File: src/rtl/int_controller.sv
// rtl/int_controller.sv - edge-latched, masked, fixed-priority interrupt controller for the 8-bit CPU
// Dispatches one source at a time: a one-cycle int_req pulse, then holds until software writes EOI.
module int_controller #(
    parameter int         N_SRC     = 4,
    parameter logic [7:0] BASE_ADDR = 8'hF8
) (
    input  logic             clock,
    input  logic             reset_n,
    input  logic [N_SRC-1:0] irq_in,
    input  logic [7:0]       addr,
    input  logic [7:0]       w_data,
    input  logic             w_en,
    output logic [7:0]       r_data,
    output logic             int_req,
    output logic [7:0]       int_en,
    output logic [7:0]       int_vec
);

    typedef enum logic [1:0] {
        IDLE     = 2'd0,
        DISPATCH = 2'd1,
        SERVICE  = 2'd2
    } state_t;

    state_t           state_q, state_d;
    logic             gie_q, gie_d;
    logic [N_SRC-1:0] mask_q, mask_d;
    logic [N_SRC-1:0] pend_q, pend_d;
    logic [N_SRC-1:0] irq_prev_q;
    logic [3:0][7:0]  vec_q, vec_d;
    logic [2:0]       active_id_q, active_id_d;
    logic             in_service_q, in_service_d;
    logic             int_req_q, int_req_d;
    logic [7:0]       int_vec_q, int_vec_d;

    logic             hit, wr, eoi;
    logic [2:0]       off;
    logic [N_SRC-1:0] eligible, rise, wclr, dclr;
    logic             sel_found, dispatch;
    logic [2:0]       sel_id;

    assign hit      = (addr[7:3] == BASE_ADDR[7:3]);
    assign off      = addr[2:0];
    assign wr       = w_en && hit;
    assign eoi      = wr && (off == 3'd3);
    assign eligible = pend_q & mask_q;
    assign rise     = irq_in & ~irq_prev_q;
    assign wclr     = (wr && off == 3'd2) ? w_data[N_SRC-1:0] : '0;

    // Descending scan so the lowest-indexed eligible source is the one left selected.
    always_comb begin
        sel_found = 1'b0;
        sel_id    = 3'd0;
        for (int i = N_SRC - 1; i >= 0; i--) begin
            if (eligible[i]) begin
                sel_found = 1'b1;
                sel_id    = 3'(i);
            end
        end
    end

    always_comb begin
        state_d      = state_q;
        active_id_d  = active_id_q;
        in_service_d = in_service_q;
        int_req_d    = 1'b0;
        int_vec_d    = int_vec_q;
        dispatch     = 1'b0;
        case (state_q)
            IDLE: begin
                if (gie_q && sel_found) begin
                    dispatch    = 1'b1;
                    active_id_d = sel_id;
                    int_vec_d   = vec_q[sel_id[1:0]];
                    int_req_d   = 1'b1;
                    state_d     = DISPATCH;
                end
            end
            DISPATCH: begin
                in_service_d = 1'b1;
                state_d      = SERVICE;
            end
            SERVICE: begin
                if (eoi) begin
                    in_service_d = 1'b0;
                    state_d      = IDLE;
                end
            end
            default: state_d = IDLE;
        endcase
    end

    always_comb begin
        dclr = '0;
        for (int i = 0; i < N_SRC; i++) begin
            if (dispatch && sel_id == 3'(i)) dclr[i] = 1'b1;
        end
    end

    // A fresh edge is OR-ed in last so it survives both software clear and dispatch clear.
    always_comb begin
        gie_d  = gie_q;
        mask_d = mask_q;
        vec_d  = vec_q;
        pend_d = (pend_q & ~wclr & ~dclr) | rise;
        if (wr) begin
            case (off)
                3'd0:    gie_d  = w_data[0];
                3'd1:    mask_d = w_data[N_SRC-1:0];
                3'd2:    ;
                3'd3:    ;
                default: vec_d[off[1:0]] = w_data;
            endcase
        end
    end

    always_comb begin
        r_data = 8'h00;
        if (hit) begin
            case (off)
                3'd0:    r_data = {7'b0, gie_q};
                3'd1:    r_data = 8'(mask_q);
                3'd2:    r_data = 8'(pend_q);
                3'd3:    r_data = {in_service_q, 4'b0, active_id_q};
                default: r_data = vec_q[off[1:0]];
            endcase
        end
    end

    always_ff @(posedge clock or negedge reset_n) begin
        if (!reset_n) begin
            state_q      <= IDLE;
            gie_q        <= 1'b0;
            mask_q       <= '0;
            pend_q       <= '0;
            irq_prev_q   <= '0;
            vec_q        <= '0;
            active_id_q  <= 3'd0;
            in_service_q <= 1'b0;
            int_req_q    <= 1'b0;
            int_vec_q    <= 8'h00;
        end else begin
            state_q      <= state_d;
            gie_q        <= gie_d;
            mask_q       <= mask_d;
            pend_q       <= pend_d;
            irq_prev_q   <= irq_in;
            vec_q        <= vec_d;
            active_id_q  <= active_id_d;
            in_service_q <= in_service_d;
            int_req_q    <= int_req_d;
            int_vec_q    <= int_vec_d;
        end
    end

    assign int_req = int_req_q;
    assign int_vec = int_vec_q;
    assign int_en  = {7'b0, gie_q};

endmodule

File: config.mk
export PLATFORM = sky130hd
export DESIGN_NAME = int_controller
export DESIGN_NICKNAME = d
export VERILOG_FILES = /design/src/rtl/int_controller.sv
export SDC_FILE = /design/constraint.sdc
export NUM_CORES = 1
export LEC_CHECK = 0
export ABC_AREA = 1
export BUFFER_PORTS_ARGS = -buffer_cell sky130_fd_sc_hd__buf_2
export CAP_MARGIN = 20
export CORE_ASPECT_RATIO = 1.2
export CORE_MARGIN = 2
export CORE_UTILIZATION = 39
export DETAILED_ROUTE_END_ITERATION = 6
export PLACE_DENSITY_LB_ADDON = 0.05
export SYNTH_ARGS = -nofsm -noshare
export SYNTH_HDL_FRONTEND = slang
export SYNTH_SLANG_ARGS = --single-unit
export TNS_END_PERCENT = 50
File: constraint.sdc
create_clock -name clock -period 1.9 [get_ports clock]
set_input_delay 0.38 -clock clock [delete_from_list [all_inputs] [get_ports clock]]
set_output_delay 0.38 -clock clock [all_outputs]
set_load 0.005 [all_outputs]
==> results.cfg <==
[status]
outcome = finished clean

[cells_and_area]
drive_gt1_share_pct = 30.5
layout_commonest_cell = nand2_1
fillers = 829
multi_input_comb_area_um2 = 1450
postLayoutCellArea_um2 = 3840
final_cell_mix = nand2_1, dfrtp_1, inv_1
antenna_cells = 0
register_area_um2 = 1480
fin_nets = 471
area_growth_pct = 18.6

[clocking]
clk_pin_slew_ns = 0.07
post_cts_buffers = 0
htree_levels = 3
ctsRootBufferMaster = clkbuf_8
cts_buffers = 9
tritoncts = built
clockBufferDepth = 2
clk_latency_ns = 0.34
cts.sinks = 59

[setup_path]
cp_cell_sequence = inv_1 > o21ai_0 > a221oi_1 > nor2_1 > buf_2
r2r-start = mask_q[0]
critical_path_buf_inv_count = 2
rrSetupSlack_ns = 0.25
path_delay_family = flip-flops
cp-end-kind = primary output
rr_worst_depth = 8
critPathSlowestCell = dfrtp_1
crit_path_max_fanout = 2
start_kind = register
crit_type = register to primary output
required_ns = 1.52
r2r-end = pend_q[3]
crit_arrival_ns = 1.41
cpPeakStageDelay_ns = 0.39

[floorplanning]
initial_core_util_pct = 40.0
fp-row-count = 36
die_x_um = 87.2
core_um2 = 8110
die_h_um = 104
die-area_um2 = 9060
io_pins = 48

[grt]
grt_pass1_vias = 2617
grt_max_degree = 40
use_met2_pct = 29.1
grtUsageTotal_pct = 20.6
overflow = 0
use_met1_pct = 30.8
use_met3_pct = 3.81
grt.busiest_layer = met1
antenna_found_initial = 0
grt_pass1_wl_um = 14200

[logic_synthesis]
synth_seq_cells = 59
ys_top_cells_by_area = dfrtp_1, nand2_1, o21ai_2, inv_1, nand3_1
syn_area_per_cell_um2 = 8.20
ys_types = 32
yosysTopAreaCell = dfrtp_1
synthCells = 395
ys.warnings.count = 0
synth_area_um2 = 3240
ys_seq_area_share_pct = 45.6
synth_top_area_share_pct = 45.6

[placement]
gp_congestion = 0.937
dpl_cell_area_um2 = 3560
place_hpwl_um = 6530
port-buffer-count = 40
dp_slack_ns = 0.0866

[drt]
vias = 2742
dr.pass1.iters = 5
routed_wl_um = 8650
drt-initial-drc-count = 183
drcViolationCount = 0
via_per_inst = 5.00
drtAntennaViolNets = 0
wl_per_cell_um = 15.8

[sta]
finalHoldViolations = 0
fmax_mhz = 557
setup_tns_ns = 0
fin_crit_sh_pct = 94.4
finalMaxSlewViolations = 0
slew_headroom_pct = 65.9
finalClockSkew_ns = 0.00717
rsz0062_at_grt = false
hold-worst-slack_ns = 0.00340
timing.final.crit_period_ns = 1.79
setup_viol = 0
worst_pin_slew_ns = 0.512
layout_setup_ws_ns = 0.106

[power]
power_mw = 3.24
power.density_nw_per_um2 = 843
p_leak_nw = 1.99
ir_worst_vdd_v = 0.000364

[job]
cap_violations = 0

[hold_path]
hp-class = primary input to asynchronous set/reset pin
power breakdown:
group          switching (mW)  total, mW  internal, mW
registers              0.0391       1.34          1.30
clock network           0.541       1.54          1.00
logic                   0.234      0.354         0.120
total                   0.814       3.24          2.42
worst max path at each step:
| stage | from | endpoint | slack (ns) | cells past startpoint |
|---|---|---|---|---|
| detailed placement | addr[1] | r_data[7] | 0.09 | 8 |
| finish | vec_q[13] | r_data[5] | 0.11 | 5 |
| global route | vec_q[7] | r_data[7] | 0.007 | 5 |
| floorplan | addr[4] | vec_q[6] | 0.52 | 10 |
| CTS | addr[1] | r_data[7] | 0.09 | 8 |
| global placement | addr[1] | r_data[7] | 0.10 | 8 |
sequential cells by signal, summed over array words and instances (netlist names):
signal	cells
int_req	1
int_vec	8
pend_q	4
mask_q	4
gie_q	1
in_service_q	1
irq_prev_q	4
vec_q	32
active_id_q	2
state_q	2
final cells by class:
cell class / count / share of cell area [%]
multi-input cells: 266 / 37.8
clock buffers: 9 / 3.22
repair buffers: 52 / 7.95
well taps: 95 / 3.09
clock inverters: 7 / 3.65
inverters: 60 / 5.89
flip-flops and latches: 59 / 38.4
repair_timing:
| action | in CTS | in global routing |
|---|---|---|
| gates resized for setup | 0 | 6 |
| hold buffers | 0 | 0 |
| setup endpoints to repair | 0 | 1 |
per-stage QoR:
stage	std cells	utilization, %
5_1_grt	548	47.4
4_1_cts	548	47.1
3_3_place_gp	532	43.9
6_report	548	47.4
2_1_floorplan	401	-
3_5_place_dp	532	43.9
per-layer routing:
metal	wire length [um]	share of wire, %
met1	4210	49
met2	3830	44
met3	373	4.3
met4	232	2.7
met5	0	0
cell families after synthesis:
kind of cell / synth area share (%)
other: 0.116
and+or+nand+nor: 26.6
DFF: 45.6
buffers and inverters: 10.9
AOI/OAI and AO/OA: 16.8
synth_stat cells (all sizes together):
| master | count |
|---|---|
| inv | 59 |
| a21oi | 5 |
| nand3 | 32 |
| conb | 1 |
| o211ai | 1 |
| buf | 16 |
| dfrtp | 59 |
| o21bai | 1 |
| clkinv | 1 |
| o2111ai | 1 |
| nand2 | 119 |
| nor3 | 1 |
| nand4 | 4 |
| o22ai | 12 |
| nand3b | 3 |
| o21ai | 52 |
| a31oi | 2 |
| a221oi | 1 |
| nor2 | 24 |
| a22oi | 1 |
Power figures use the tool's default switching activity.
